### config.mk
export PLATFORM = sky130hd
export DESIGN_NAME = rx_frame_controller
export DESIGN_NICKNAME = d
export VERILOG_FILES = /design/src/rtl/rx_frame_controller_pkg.sv /design/src/rtl/rx_frame_controller_sync.sv /design/src/rtl/rx_frame_controller.sv
export SDC_FILE = /design/constraint.sdc
export NUM_CORES = 1
export LEC_CHECK = 0
export CAP_MARGIN = 10
export CORE_MARGIN = 1
export CORE_UTILIZATION = 25
export DETAILED_ROUTE_END_ITERATION = 7
export SETUP_SLACK_MARGIN = 0.1
export SLEW_MARGIN = 20
export SYNTH_ARGS = -nofsm -noshare
export SYNTH_HDL_FRONTEND = slang
export SYNTH_SLANG_ARGS = --single-unit
export TNS_END_PERCENT = 5
### constraint.sdc
create_clock -name clk -period 2.1 [get_ports clk]
set_clock_uncertainty 0.2 [all_clocks]
set_input_delay 0.21 -clock clk [delete_from_list [all_inputs] [get_ports clk]]
set_output_delay 0.21 -clock clk [all_outputs]
set_load 0.1 [all_outputs]
### src/rtl/rx_frame_controller_pkg.sv
// ============================================================================
// rx_frame_controller_pkg : receive-path state encodings and default sizing
// Rev 1.0 - initial release
// ============================================================================
`default_nettype none

package rx_frame_controller_pkg;

   typedef enum logic [2:0] {
      ST_IDLE   = 3'd0,
      ST_START  = 3'd1,
      ST_DATA   = 3'd2,
      ST_PARITY = 3'd3,
      ST_STOP   = 3'd4
   } rx_state_t;

   localparam int DEF_DATA_BITS  = 8;
   localparam int DEF_OVERSAMPLE = 16;

endpackage

`default_nettype wire

### src/rtl/rx_frame_controller_sync.sv
// ============================================================================
// rx_frame_controller_sync : two-flop synchroniser for the raw serial line
// Rev 1.0 - initial release
// ============================================================================
`default_nettype none

module rx_frame_controller_sync (
   input  logic clk,
   input  logic reset,
   input  logic data_in,
   output logic rx_s
);

   logic meta;

   // Reset to the idle (mark) level so no false start is seen out of reset
   always_ff @(posedge clk or negedge reset) begin
      if (!reset) begin
         meta <= 1'b1;
         rx_s <= 1'b1;
      end else begin
         meta <= data_in;
         rx_s <= meta;
      end
   end

endmodule

`default_nettype wire

### src/rtl/rx_frame_controller.sv
// ============================================================================
// rx_frame_controller : oversampled serial receive sequencer with holding reg
// Rev 1.0 - initial release
// ============================================================================
`default_nettype none

module rx_frame_controller
   import rx_frame_controller_pkg::*;
#(
   parameter int DATA_BITS  = DEF_DATA_BITS,
   parameter int OVERSAMPLE = DEF_OVERSAMPLE,
   parameter int PARITY_EN  = 1,
   parameter int PARITY_ODD = 0
) (
   input  logic                 clk,
   input  logic                 reset,
   input  logic                 data_in,
   input  logic                 rx_ack,
   output logic [DATA_BITS-1:0] rx_data,
   output logic                 rx_valid,
   output logic                 char_received,
   output logic                 parity_err,
   output logic                 frame_err,
   output logic                 overrun,
   output logic                 busy
);

   localparam int CNT_W = $clog2(OVERSAMPLE);
   localparam int IDX_W = $clog2(DATA_BITS + 1);

   localparam logic [CNT_W-1:0] HALF_LAST = CNT_W'(OVERSAMPLE / 2 - 1);
   localparam logic [CNT_W-1:0] BIT_LAST  = CNT_W'(OVERSAMPLE - 1);
   localparam logic [IDX_W-1:0] IDX_LAST  = IDX_W'(DATA_BITS - 1);
   localparam logic             PAR_INIT  = (PARITY_ODD != 0);

   rx_state_t              state;
   rx_state_t              state_nxt;
   logic                   rx_s;
   logic                   armed;
   logic [CNT_W-1:0]       cnt;
   logic [IDX_W-1:0]       bit_idx;
   logic [DATA_BITS-1:0]   shift;
   logic                   par_acc;
   logic                   bad_par;

   logic                   start_ok;
   logic                   data_sample;
   logic                   par_sample;
   logic                   stop_sample;
   logic                   load_good;
   logic                   cnt_clear;

   rx_frame_controller_sync u_sync (
      .clk     (clk),
      .reset   (reset),
      .data_in (data_in),
      .rx_s    (rx_s)
   );

   always_ff @(posedge clk or negedge reset) begin
      if (!reset) begin
         state <= ST_IDLE;
      end else begin
         state <= state_nxt;
      end
   end

   always_comb begin
      state_nxt   = state;
      start_ok    = 1'b0;
      data_sample = 1'b0;
      par_sample  = 1'b0;
      stop_sample = 1'b0;
      cnt_clear   = 1'b0;
      case (state)
         ST_IDLE: begin
            cnt_clear = 1'b1;
            if (armed && !rx_s) begin
               state_nxt = ST_START;
            end
         end
         ST_START: begin
            if (cnt == HALF_LAST) begin
               cnt_clear = 1'b1;
               start_ok  = !rx_s;
               state_nxt = rx_s ? ST_IDLE : ST_DATA;
            end
         end
         ST_DATA: begin
            if (cnt == BIT_LAST) begin
               cnt_clear   = 1'b1;
               data_sample = 1'b1;
               if (bit_idx == IDX_LAST) begin
                  state_nxt = (PARITY_EN != 0) ? ST_PARITY : ST_STOP;
               end
            end
         end
         ST_PARITY: begin
            if (cnt == BIT_LAST) begin
               cnt_clear  = 1'b1;
               par_sample = 1'b1;
               state_nxt  = ST_STOP;
            end
         end
         ST_STOP: begin
            if (cnt == BIT_LAST) begin
               cnt_clear   = 1'b1;
               stop_sample = 1'b1;
               state_nxt   = ST_IDLE;
            end
         end
         default: begin
            cnt_clear = 1'b1;
            state_nxt = ST_IDLE;
         end
      endcase
      load_good = stop_sample && rx_s && !bad_par;
   end

   assign busy = (state != ST_IDLE);

   // Sequencing datapath: bit counter, shift register and parity tracking
   always_ff @(posedge clk or negedge reset) begin
      if (!reset) begin
         armed   <= 1'b0;
         cnt     <= '0;
         bit_idx <= '0;
         shift   <= '0;
         par_acc <= 1'b0;
         bad_par <= 1'b0;
      end else begin
         if (rx_s) begin
            armed <= 1'b1;
         end
         cnt <= cnt_clear ? '0 : cnt + CNT_W'(1);
         if (start_ok) begin
            bit_idx <= '0;
            par_acc <= PAR_INIT;
            bad_par <= 1'b0;
         end
         if (data_sample) begin
            shift   <= {rx_s, shift[DATA_BITS-1:1]};
            par_acc <= par_acc ^ rx_s;
            bit_idx <= bit_idx + IDX_W'(1);
         end
         if (par_sample) begin
            bad_par <= par_acc ^ rx_s;
         end
      end
   end

   // Holding register: a fresh load beats a coincident acknowledge
   always_ff @(posedge clk or negedge reset) begin
      if (!reset) begin
         rx_data       <= '0;
         rx_valid      <= 1'b0;
         overrun       <= 1'b0;
         char_received <= 1'b0;
         parity_err    <= 1'b0;
         frame_err     <= 1'b0;
      end else begin
         char_received <= load_good;
         parity_err    <= stop_sample && rx_s && bad_par;
         frame_err     <= stop_sample && !rx_s;
         if (load_good) begin
            rx_data  <= shift;
            rx_valid <= 1'b1;
            if (rx_valid) begin
               overrun <= !rx_ack;
            end
         end else if (rx_valid && rx_ack) begin
            rx_valid <= 1'b0;
            overrun  <= 1'b0;
         end
      end
   end

endmodule

`default_nettype wire

Word level (Yosys, flattened, before mapping)

Cells that the tools add are included.

Word-level logic and storage cells: 75
Output and inout port bits: 14
Register bits: 37

Multiplexer cells: 26
Bitwise logic cells: 1
Eq/ne operators: 14
Add/subtract/negate cells: 2
Reductions and logical operators: 17

Operator list:

| kind                                                            | count |
|---|---|
| 3-bit 2-to-1 mux                                                | 6 |
| 3-bit one-hot mux with 5 select lines                           | 1 |
| 1-bit 2-to-1 mux                                                | 14 |
| 2-bit != test, second input constant                            | 7 |
| 4-bit 2-to-1 mux                                                | 3 |
| 4-bit by 1-bit adder with 4-bit output, second input constant   | 2 |
| 4-bit by 3-bit == test with 1-bit output, second input constant | 2 |
| 3-bit by 2-bit == test with 1-bit output, second input constant | 2 |
| 1-bit logical AND                                               | 6 |
| 6-bit AND reduction                                             | 1 |
| 2-bit nonzero test                                              | 3 |
| 4-bit == test, second input constant                            | 1 |
| 3-bit by 1-bit == test with 1-bit output, second input constant | 1 |
| 3-bit == test, second input constant                            | 1 |
| 1-bit logical NOT                                               | 3 |
| 3-bit logical NOT                                               | 1 |
| 3-bit nonzero test                                              | 1 |
| 3-bit OR reduction                                              | 1 |
| 2-bit 2-to-1 mux                                                | 1 |
| 1-bit one-hot mux with 2 select lines                           | 1 |
| 2-bit AND reduction                                             | 1 |
| 1-bit XOR                                                       | 1 |

Longest topological paths before layout

Gate-level depths: netlist (run 1).

Word-level depth: 7
Depth in mapped cells: 6

Cells and area by module

Synthesis (run 1) repeated with hierarchy kept, for this count alone.

Cells, all modules: 129
Area total of the unflattened synthesis: 1630.3 um^2

By module, submodules not included:

| module                   | instances | cells each | area each (um^2) |
|---|---|---|---|
| rx_frame_controller      | 1         | 127        | 1577.8 |
| rx_frame_controller_sync | 1         | 2          | 52.6 |

Least setup slack after synthesis (run 1)

No wires, ideal clock.

Path type: reg-to-reg
Start: register state[1]
End: register state[0]
Library setup time: 0.125 ns
Data arrival time: 1.974 ns
Cell stages (with the launch flop): 5
Path buffers: 1
Slack: -0.198 ns
Clock period less this slack: 2.298 ns
Cells stage by stage: dfrtp_1 > buf_6 > or3_1 > o211ai_1 > mux2_2

Longest elaborated chain between the ends: 3

Ends and longest elaborated chain:

| element                                                          | RTL line                  | source |
|---|---|---|
| start: declaration                                               | rx_frame_controller.sv:36 | `rx_state_t state;` |
| start signal: assignment                                         | rx_frame_controller.sv:64 | `state <= state_nxt;` |
| 3-bit by 2-bit == test with 1-bit output (tied with other cells) | rx_frame_controller.sv:75 | `case (state)` |
| 2-bit != test (no line)                                          | n/a                       |  |
| 6-bit AND reduction (no line)                                    | n/a                       |  |

Parallel ways exist; a longest one is shown, timed or not.
A chain may end at the register's enable or synchronous reset.

Worst setup path after layout (run 1)

Start: register state[0]
End: output busy

Longest elaborated chain between the ends: 1

Ends and longest elaborated chain:

| element            | RTL line                   | source |
|---|---|---|
| 3-bit nonzero test | rx_frame_controller.sv:120 | `assign busy = (state != ST_IDLE);` |
| end: declaration   | rx_frame_controller.sv:25  | `output logic busy` |

No other way between the ends.

==> results.md, run 1 <==
* Worst Reg2Reg Path Length in Cells at 3
* Most common cell after layout, fill and taps aside: dfrtp_1
* Via-per-instance ratio at 4.491
* # IOs at 18
* Initial antenna violation count at 0
* Status: finished clean
* Max Clk Rate at 522.5 MHz
* Lkg Pwr at 0.9298 nW
* Slew @ Worst Pin at 458.8 ps
* Yosys cell types at 36
* Worst-skew pair later-pin latency at 290 ps
* ANT cells at 0
* Mapped Cells at 124
* DRC at 0
* Filler Cell Count at 593
* Clock-pin transition on the worst setup and hold timing paths at 80 ps
* Ys Warns at 0
* Most frequent cells in the layout: 35 x dfrtp_1, 23 x buf_4, 17 x mux2_2
* Worst reg2reg startpoint: state[1]
* Setup WS post-layout at 186.1 ps
* Max Cap Viol at 0
* Slack of the worst reg-to-reg path at 200 ps
* Drt wl/cell at 12.18 um
* Detailed Route Iter0 Violations at 63
* Worst reg2reg endpoint: bit_idx[0]
* Max-slew violation count at 0
* CP Launch Point: state[0]
* GRT Util Overall at 0.09338
* Post-synthesis sequential area ratio at 0.5917
* Area growth syn-to-layout at 24.16%
* Nets at 158
* IO Port Bufs at 17
* DR pass1 iterations at 4
* Num CTS Buffers at 5
* Peak supply drop at 0.3956 mV
* Final HPWL DP at 1.851 mm
* Initial core utilization at 0.2619
* HP Class: in2reg
* Core Rows at 28
* Total wire length at 2.778 mm
* GPL Wtd Cong at 0.8183
* RSZ-0062 raised after global routing: false
* Post-place setup slack at 174.3 ps
* DIE WIDTH at 81.22 um
* CP Launch Type: flop
* Vias at 1024
* Critical Path End Type: output port
* Final ANT Viol Nets at 0
* Setup CP Type: reg2out
* Slew headroom at 0.6941
* Setup TNS at 0 ps
* Sink Count at 37
* Largest net degree at the start of global routing at 38
* CTS Root Cell: clkbuf_8
* Clock buffer depth at 2
* H-tree depth at 2
* Cell area after synthesis at 1569 um^2
* Crit path time final at 1914 ps
* Crit path max fanout at 8
* First-pass GRT wire length at 4.471 mm
* TritonCTS clock tree: done
* Layout cells sized above 1 at 0.3856
* Power density cells at 806.0 nW/um^2
* Die height at 81.22 um
* GRT overflow at 0
* Crit path capture: busy
* Period utilization at 0.9114
* Yosys reg bits at 37
* Fin. Hold Viols at 0
* Mean Syn Cell Area at 12.65 um^2
* Placeable Area at 5991 um^2
* Vias in the first global route at 948
* CP required at 1690 ps
* Die ar. at 6597 um^2
* Mapped Nets at 130
* Worst Path Arrival at 1500 ps
* Hold WS at 129.1 ps
* Final number of setup-violating endpoints at 0
## layer usage
metal  vias to the layer above  GRT usage  wire length [um]  share of wire
met5                         -          0                 0              0
met2                        24     0.1387              1255           0.45
li1                        495          -                 -              -
met1                       503     0.1163              1344           0.48
met4                         0    0.03214                16         0.0058
met3                         2    0.04719               162          0.058
## synthesized netlist by cell type (all sizes together)
cell | n | area share
dfrtp | 35 | 0.56
mux2 | 18 | 0.13
nand2 | 7 | 0.017
nor2 | 7 | 0.017
a21oi | 5 | 0.016
buf | 5 | 0.024
nand3 | 4 | 0.013
nor4 | 4 | 0.016
inv | 3 | 0.0072
nand3b | 3 | 0.014
o21ai | 3 | 0.0096
xnor2 | 3 | 0.017
clkbuf | 2 | 0.0048
dfstp | 2 | 0.033
ha | 2 | 0.016
nor3 | 2 | 0.0096
nor3b | 2 | 0.0096
or3 | 2 | 0.0080
a211o | 1 | 0.0056
a21o | 1 | 0.0048
a22o | 1 | 0.0064
a41oi | 1 | 0.0056
and3 | 1 | 0.0040
and4b | 1 | 0.0064
nand4 | 1 | 0.0040
nand4b | 1 | 0.0056
nor2b | 1 | 0.0040
o211ai | 1 | 0.0048
o21a | 1 | 0.0048
o21bai | 1 | 0.0048
or2 | 1 | 0.0040
or4b | 1 | 0.0088
xor2 | 1 | 0.0056
## through the flow
stage          utilization  cells  area (um^2)  power, mW
6_report            0.3252    228         1948      1.570
5_1_grt             0.3252    228         1948      1.653
4_1_cts             0.3227    226         1933      1.598
3_5_place_dp        0.3058    217         1832      1.086
3_3_place_gp        0.3058    217         1832      1.080
2_1_floorplan            -    124         1574     0.9728
## cells by family after synthesis
logic type | synth area share
buffers and inverters | 0.03588
multiplexers | 0.1316
AND/OR/NAND/NOR | 0.1404
XOR/XNOR | 0.02233
flip-flops | 0.5917
AO/OA/AOI/OAI | 0.06221
adder cells (fa/ha/maj) | 0.01595
## flip-flops by register name (all words and copies together) (netlist names)
name,count
overrun,1
cnt,4
parity_err,1
shift,8
u_sync.rx_s,1
bit_idx,4
armed,1
rx_valid,1
u_sync.meta,1
par_acc,1
char_received,1
state,3
bad_par,1
rx_data,8
frame_err,1
## worst min path at each step
stage,start,end,slack (ps),cells past startpoint
after global placement,reset,frame_err,90,2
after floorplan,reset,armed,-290,0
final,data_in,u_sync.meta,130,1
after CTS,data_in,u_sync.meta,120,1
after detailed placement,reset,frame_err,90,2
after global routing,data_in,u_sync.meta,120,1
## critical path, cell delays in order, from the launching register on
cell,delay (ps)
dfrtp_1,450
buf_4,190
or3_4,390
buf_12,180
## final cells by class
class                      instances  area [um^2]  share of cell area
sequential                        37        928.4              0.4766
multi-input combinational         77        595.6              0.3057
timing repair buffer              28        227.7              0.1169
tap                               75        93.84             0.04817
clock buffer                       5        68.82             0.03532
clock inverter                     3        22.52             0.01156
inverter                           3        11.26            0.005780
## report_power, final
group          switching [mW]  total, mW  leakage [nW]  internal (mW)
clock                   0.267      0.503        0.0481          0.235
sequential             0.0359      0.782         0.497          0.746
combinational           0.161      0.286         0.385          0.125
## repair_timing
| action | CTS | global route |
|---|---|---|
| endpoints found under the setup margin | 0 | 8 |
| endpoints found under the hold margin | 35 | 0 |
| hold buffers | 1 | 0 |
| gates resized for setup | 0 | 0 |
| buffers inserted | 0 | 2 |
Note: power is estimated with default switching activity, not from simulation.
==> run 2: changes to the inputs <==
--- a/config.mk
+++ b/config.mk
@@ -5,6 +5,7 @@
 export SDC_FILE = /design/constraint.sdc
 export NUM_CORES = 1
 export LEC_CHECK = 0
+export ABC_AREA = 1
 export CAP_MARGIN = 10
 export CORE_MARGIN = 1
 export CORE_UTILIZATION = 25
==> run 2 against run 1 <==
  * Sequential power up 2.7%
  * Worst hold slack better by 1.7 ps
  * Total power up 9.9%
  * Sequential share of layout area up 0.43 points
  * Non-clock buffer count down 9
  * Cell count up 15%
  * Critical endpoint is now bit_idx[0]
  * Largest cell class unchanged
==> results.md, run 2 <==
* Top Family by Delay on Critical Path: simple AND/OR/NAND/NOR gates (was flip-flops)
* Core Rows at 28 (unchanged)
* Via-per-instance ratio at 4.172 (was 4.491)
* Max Clk Rate at 561.0 MHz (was 522.5 MHz)
* Largest net degree at the start of global routing at 38 (unchanged)
* DRC at 0 (unchanged)
* DR pass1 iterations at 4 (unchanged)
* Slew headroom at 0.6932 (was 0.6941)
* Hold WS at 130.8 ps (was 129.1 ps)
* Lkg Pwr at 0.9192 nW (was 0.9298 nW)
* Worst reg2reg endpoint: bit_idx[0] (unchanged)
* Final number of setup-violating endpoints at 0 (unchanged)
* Post-synth top flop: dfrtp_1 (unchanged)
* Clock buffer depth at 2 (unchanged)
* CP required at 2080 ps (was 1690 ps)
* Setup TNS at 0 ps (unchanged)
* Detailed Route Iter0 Violations at 70 (was 63)
* Area leader, netlist: dfrtp_1 (unchanged)
* Slew @ Worst Pin at 460.3 ps (was 458.8 ps)
* Setup CP Type: reg2reg (was reg2out)
* Drt wl/cell at 10.07 um (was 12.18 um)
* Num CTS Buffers at 5 (unchanged)
* Peak supply drop at 0.3052 mV (was 0.3956 mV)
* RSZ-0062 raised after global routing: false (unchanged)
* Post-synthesis sequential area ratio at 0.5730 (was 0.5917)
* Crit path time final at 1783 ps (was 1914 ps)
* Top flop regs: rx_data: 8 flops, shift: 8 flops (unchanged)
* IO Port Bufs at 17 (unchanged)
* H-tree depth at 2 (unchanged)
* Ys Warns at 0 (unchanged)
* Final HPWL DP at 1.860 mm (was 1.851 mm)
* Period utilization at 0.8489 (was 0.9114)
* Post-synth ARST share at 1.000 (unchanged)
* Post-synth EDFFs at 0 (unchanged)
* Clock-pin transition on the worst setup and hold timing paths at 70 ps (was 80 ps)
* Initial core utilization at 0.2658 (was 0.2619)
* GRT overflow at 0 (unchanged)
* Nets at 193 (was 158)
* Worst path most repeated cell: inv_1
* First-pass GRT wire length at 4.512 mm (was 4.471 mm)
* Slack of the worst reg-to-reg path at 320 ps (was 200 ps)
* Top post-synthesis cells by count: 35 x dfrtp_1, 35 x nand2_1, 23 x inv_1, 12 x nand3_1 (was 35 x dfrtp_1, 17 x mux2_2, 7 x nand2_1, 7 x nor2_1, 5 x a21oi_1)
* HP Class: in2reg (unchanged)
* Most frequent cells in the layout: 35 x nand2_1, 35 x dfrtp_1, 23 x inv_1 (was 35 x dfrtp_1, 23 x buf_4, 17 x mux2_2)
* Sink Count at 37 (unchanged)
* WHS Endpoint: u_sync.meta (unchanged)
* Status: finished clean (unchanged)
* Yosys cell types at 25 (was 36)
* Max-slew violation count at 0 (unchanged)
* CTS Root Cell: clkbuf_8 (unchanged)
* GPL Wtd Cong at 0.7842 (was 0.8183)
* Multi-input logic area at 571.8 um^2 (was 595.6 um^2)
* CP Launch Type: flop (unchanged)
* Mapped Nets at 170 (was 130)
* Critical Path End Type: flop (was output port)
* Cell area after synthesis at 1620 um^2 (was 1569 um^2)
* GRT Util Overall at 0.09155 (was 0.09338)
* Placeable Area at 6096 um^2 (was 5991 um^2)
* Die ar. at 6807 um^2 (was 6597 um^2)
* Crit path max fanout at 24 (was 8)
* Resized cells post-CTS at 0 (unchanged)
* Largest cells by area after synthesis: dfrtp_1 54%, nand2_1 8.1%, inv_1 5.3%, o21ai_2 3.8%, nand3_1 3.7% (was dfrtp_1 56%, mux2_2 12%, dfstp_2 3.3%, nand2_1 1.7%, nor2_1 1.7%)
* Vias in the first global route at 1004 (was 948)
* HP Start: data_in (unchanged)
* Mapped Cells at 164 (was 124)
* Worst reg2reg startpoint: cnt[0] (was state[1])
* Initial antenna violation count at 0 (unchanged)
* Storage cell area at 928.4 um^2 (unchanged)
* Slowest cell on the critical path: dfrtp_1 (unchanged)
* CP peak stage delay at 400 ps (was 450 ps)
* Worst path cell trace: ha_1 -> nand3_4 -> inv_1 -> nand2_2 -> inv_1 -> nor2_1 -> a21oi_1 (was buf_4 -> or3_4 -> buf_12)
* Post-synth top area share at 0.5405 (was 0.5582)
* Area growth syn-to-layout at 19.15% (was 24.16%)
* Worst Path Arrival at 1760 ps (was 1500 ps)
* Yosys reg bits at 37 (unchanged)
* Filler Cell Count at 663 (was 593)
* Worst-skew pair later-pin latency at 290 ps (about the same)
* Total wire length at 2.638 mm (was 2.778 mm)
* Worst Reg2Reg Path Length in Cells at 7 (was 3)
* Vias at 1093 (was 1024)
* # IOs at 18 (unchanged)
* Die height at 82.51 um (was 81.22 um)
* TritonCTS clock tree: done (unchanged)
* DIE WIDTH at 82.51 um (was 81.22 um)
* Crit path buffers/inverters at 2 (unchanged)
* Fin. Hold Viols at 0 (unchanged)
* Layout cells sized above 1 at 0.2139 (was 0.3856)
* Power density cells at 894.0 nW/um^2 (was 806.0 nW/um^2)
* Min-Delay Path Depth at 1 (unchanged)
* Mean Syn Cell Area at 9.880 um^2 (was 12.65 um^2)
* Max Cap Viol at 0 (unchanged)
* Final ANT Viol Nets at 0 (unchanged)
* ANT cells at 0 (unchanged)
run 2: layout make-up:
type                    count  area share
inverters                  23     0.04472
repair buffers             19     0.08296
clock inverters             1    0.003889
well taps                  75     0.04861
clock buffers               6     0.04277
flip-flops and latches     37      0.4809
multi-input cells         101      0.2962
run 2: metrics by stage:
step	cells	setup WS [ps]	area (um^2)	power [mW]	utilization
global route	262	132.6	1931	1.829	0.3167
CTS	262	304.1	1931	1.754	0.3167
floorplan	164	556.3	1620	1.116	-
global placement	254	337.8	1831	1.240	0.3003
finish	262	317.3	1931	1.726	0.3167
detailed placement	254	309.3	1831	1.247	0.3003
run 2: logic make-up after synthesis:
logic type / count (synthesis) / synth area share
AOI/OAI and AO/OA: 27 / 0.1166
xor gates and xnor gates: 4 / 0.02163
adders and majority gates: 2 / 0.01544
buffers and inverters: 26 / 0.07413
DFF: 37 / 0.5730
and+or+nand+nor: 68 / 0.1992
run 2: worst max-delay path by stage:
stage,from,end,cells past startpoint
6_report,cnt[0],bit_idx[0],7
3_5_place_dp,cnt[0],bit_idx[0],6
5_1_grt,cnt[0],bit_idx[0],6
3_3_place_gp,cnt[0],bit_idx[0],7
4_1_cts,cnt[0],bit_idx[0],6
2_1_floorplan,cnt[0],rx_data[6],7
run 2: what timing repair did:
item                       in CTS  in global routing
hold endpoints to repair       35                  0
setup buffers                   0                  0
hold buffers                    1                  0
setup endpoints to repair       0                  0
run 2: per-layer routing:
| layer | GRT usage | share of wire | wire [um] | vias to the layer above |
|---|---|---|---|---|
| met2 | 0.1364 | 0.43 | 1137 | 15 |
| met1 | 0.1144 | 0.50 | 1314 | 501 |
| met3 | 0.03626 | 0.050 | 132 | 6 |
| li1 | - | - | - | 571 |
| met5 | 0 | 0 | 0 | - |
| met4 | 0.04655 | 0.020 | 54 | 0 |
run 2: power breakdown:
part | internal (mW) | switching, mW | total (mW)
Sequential | 0.759 | 0.0442 | 0.803
Clock | 0.259 | 0.241 | 0.500
Combinational | 0.144 | 0.279 | 0.423
Total | 1.16 | 0.564 | 1.73
==> run 3: changes to the inputs <==
==> constraint.sdc (replaced) <==
create_clock -name clk -period 1.62 [get_ports clk]
set_clock_uncertainty 0.2 [all_clocks]
set_input_delay 0.162 -clock clk [delete_from_list [all_inputs] [get_ports clk]]
set_output_delay 0.162 -clock clk [all_outputs]
set_load 0.1 [all_outputs]
==> run 3 against run 2 <==
  * Highest routed layer unchanged
  * Critical path type unchanged
  * Total power rose by 35%
  * Routed wire length grew 18%
  * Clock power up 23%
  * Sequential power is 32% higher
  * Maximum frequency increased by 16%
  * Cell count rose by 4.6%
  * Largest cell class unchanged
  * Core utilization increased by 5.3 points
  * Via count increased by 9.0%
  * Critical endpoint is now rx_data[1]
  * Global-route usage rose by 1.9 points
==> results.md, run 3 (same netlist as run 2, synthesis figures left out) <==
* Worst Path Arrival at 1550 ps (was 1760 ps)
* Lkg Pwr at 1.009 nW (was 0.9192 nW)
* Top flop regs: rx_data: 8 flops, shift: 8 flops (unchanged)
* Critical Path End Type: flop (unchanged)
* Vias at 1191 (was 1093)
* Crit path buffers/inverters at 0 (was 2)
* HP Class: in2reg (unchanged)
* Crit path time final at 1541 ps (was 1783 ps)
* CP peak stage delay at 390 ps (was 400 ps)
* Worst path most repeated cell: nand3_4 (was inv_1)
* Max Cap Viol at 0 (unchanged)
* Fin. Hold Viols at 0 (unchanged)
* Filler Cell Count at 637 (was 663)
* Slowest cell on the critical path: dfrtp_1 (unchanged)
* Met2 usage at 0.1653 (was 0.1364)
* Die ar. at 6807 um^2 (unchanged)
* Post-layout util at 0.3697 (was 0.3167)
* Status: finished clean (unchanged)
* GRT Util Overall at 0.1110 (was 0.09155)
* # IOs at 18 (unchanged)
* Largest net degree at the start of global routing at 20 (was 38)
* Clock buffer depth at 2 (unchanged)
* Die height at 82.51 um (unchanged)
* Placeable Area at 6096 um^2 (unchanged)
* Area growth syn-to-layout at 39.07% (was 19.15%)
* Slew @ Worst Pin at 454.4 ps (was 460.3 ps)
* Nets at 204 (was 193)
* Setup CP Type: reg2reg (unchanged)
* Power density cells at 1031 nW/um^2 (was 894.0 nW/um^2)
* Total wire length at 3.120 mm (was 2.638 mm)
* H-tree depth at 2 (unchanged)
* Period utilization at 0.9515 (was 0.8489)
* Met1 GRT Util at 0.1517 (was 0.1144)
* Vias in the first global route at 1198 (was 1004)
* Top Family by Delay on Critical Path: simple AND/OR/NAND/NOR gates (unchanged)
* CTS Root Cell: clkbuf_8 (unchanged)
* Global route hottest layer: met2 (unchanged)
* Hold WS at 81.66 ps (was 130.8 ps)
* Slew headroom at 0.6970 (was 0.6932)
* ANT cells at 0 (unchanged)
* GPL Wtd Cong at 0.7640 (was 0.7842)
* Final HPWL DP at 2.109 mm (was 1.860 mm)
* CP Launch Type: flop (unchanged)
* DIE WIDTH at 82.51 um (unchanged)
* Worst-skew pair later-pin latency at 280 ps (was 290 ps)
* Detailed Route Iter0 Violations at 55 (was 70)
* DRC at 0 (unchanged)
* GRT overflow at 0 (unchanged)
* First-pass GRT wire length at 5.602 mm (was 4.512 mm)
* CP required at 1630 ps (was 2080 ps)
* Worst path cell trace: ha_4 -> nand3_4 -> nor2_4 -> nand3_4 -> o21ai_2 (was ha_1 -> nand3_4 -> inv_1 -> nand2_2 -> inv_1 -> nor2_1 -> a21oi_1)
* RSZ-0062 raised after global routing: true (was false)
* Drt wl/cell at 11.39 um (was 10.07 um)
* Sink Count at 37 (unchanged)
* Most common cell after layout, fill and taps aside: nand2_1
* Setup WS post-layout at 78.63 ps (was 317.3 ps)
* Initial antenna violation count at 0 (unchanged)
* TritonCTS clock tree: done (unchanged)
* Max-slew violation count at 0 (unchanged)
* Initial core utilization at 0.2658 (unchanged)
* DR pass1 iterations at 4 (unchanged)
* Final number of setup-violating endpoints at 0 (unchanged)
* Peak supply drop at 0.3553 mV (was 0.3052 mV)
* Layout cells sized above 1 at 0.3065 (was 0.2139)
* Crit path max fanout at 8 (was 24)
* Core Rows at 28 (unchanged)
* Final ANT Viol Nets at 0 (unchanged)
* Most frequent cells in the layout: 34 x nand2_1, 33 x dfrtp_1, 22 x inv_1 (was 35 x nand2_1, 35 x dfrtp_1, 23 x inv_1)
* Via-per-instance ratio at 4.347 (was 4.172)
* Grt met3 use at 0.03077 (was 0.03626)
* Post-place setup slack at 31.13 ps (was 309.3 ps)
* Max Clk Rate at 648.8 MHz (was 561.0 MHz)
* Num CTS Buffers at 5 (unchanged)
* Clock-pin transition on the worst setup and hold timing paths at 70 ps (about the same)
* IO Port Bufs at 17 (unchanged)
* Total power at 2.323 mW (was 1.726 mW)
[run 3: worst paths after layout]
kind,cells past startpoint,slack [ps],startpoint,endpoint
max in group asynchronous,3,530,reset,u_sync.rx_s
min in group asynchronous,2,160,reset,rx_data[7]
hold reg to reg,0,160,u_sync.meta,u_sync.rx_s
setup reg to reg,5,80,cnt[1],rx_data[1]
hold / removal,1,80,data_in,u_sync.meta
setup / recovery,5,80,cnt[1],rx_data[1]
[run 3: per-layer routing]
layer  routed length, um  vias to the layer above
li1                    -                      599
met1                1584                      571
met2                1383                       16
met3                 117                        5
met4                  36                        0
met5                   0                        -
[run 3: worst register-to-register path: cells and delay by family (launching register included)]
| kind | cells | cell delay (ps) |
|---|---|---|
| and+or+nand+nor | 3 | 540 |
| DFF | 1 | 390 |
| adders and majority gates | 1 | 170 |
| AOI/OAI and AO/OA | 1 | 160 |
[run 3: final cells by class]
cell class	instances	area (um^2)	share of cell area
tap	75	93.84	0.04164
clock buffer	8	80.08	0.03554
multi-input combinational	103	659.4	0.2926
sequential	37	930.9	0.4131
inverter	23	86.33	0.03831
timing repair buffer	28	402.9	0.1788
[run 3: power breakdown]
group / total, mW / leakage [nW] / internal (mW) / switching [mW]
logic: 0.648 / 0.472 / 0.243 / 0.405
clock network: 0.615 / 0.0395 / 0.306 / 0.310
registers: 1.06 / 0.498 / 0.986 / 0.0737
total: 2.32 / 1.01 / 1.53 / 0.788
[run 3: metrics by stage]
step	instances	setup TNS [ps]	instance area, um^2
5_1_grt	274	-45.81	2253
4_1_cts	274	0	2227
3_3_place_gp	260	0	2054
3_5_place_dp	260	0	2054
2_1_floorplan	164	0	1624
6_report	274	0	2253
[run 3: repair_timing]
| action | CTS | global route |
|---|---|---|
| hold buffers | 1 | 0 |
| cloned | 2 | 0 |
| hold endpoints to repair | 32 | 0 |
| gates resized for setup | 8 | 9 |
| pin swaps | 4 | 1 |
| setup endpoints to repair | 27 | 30 |
| buffers inserted | 3 | 0 |
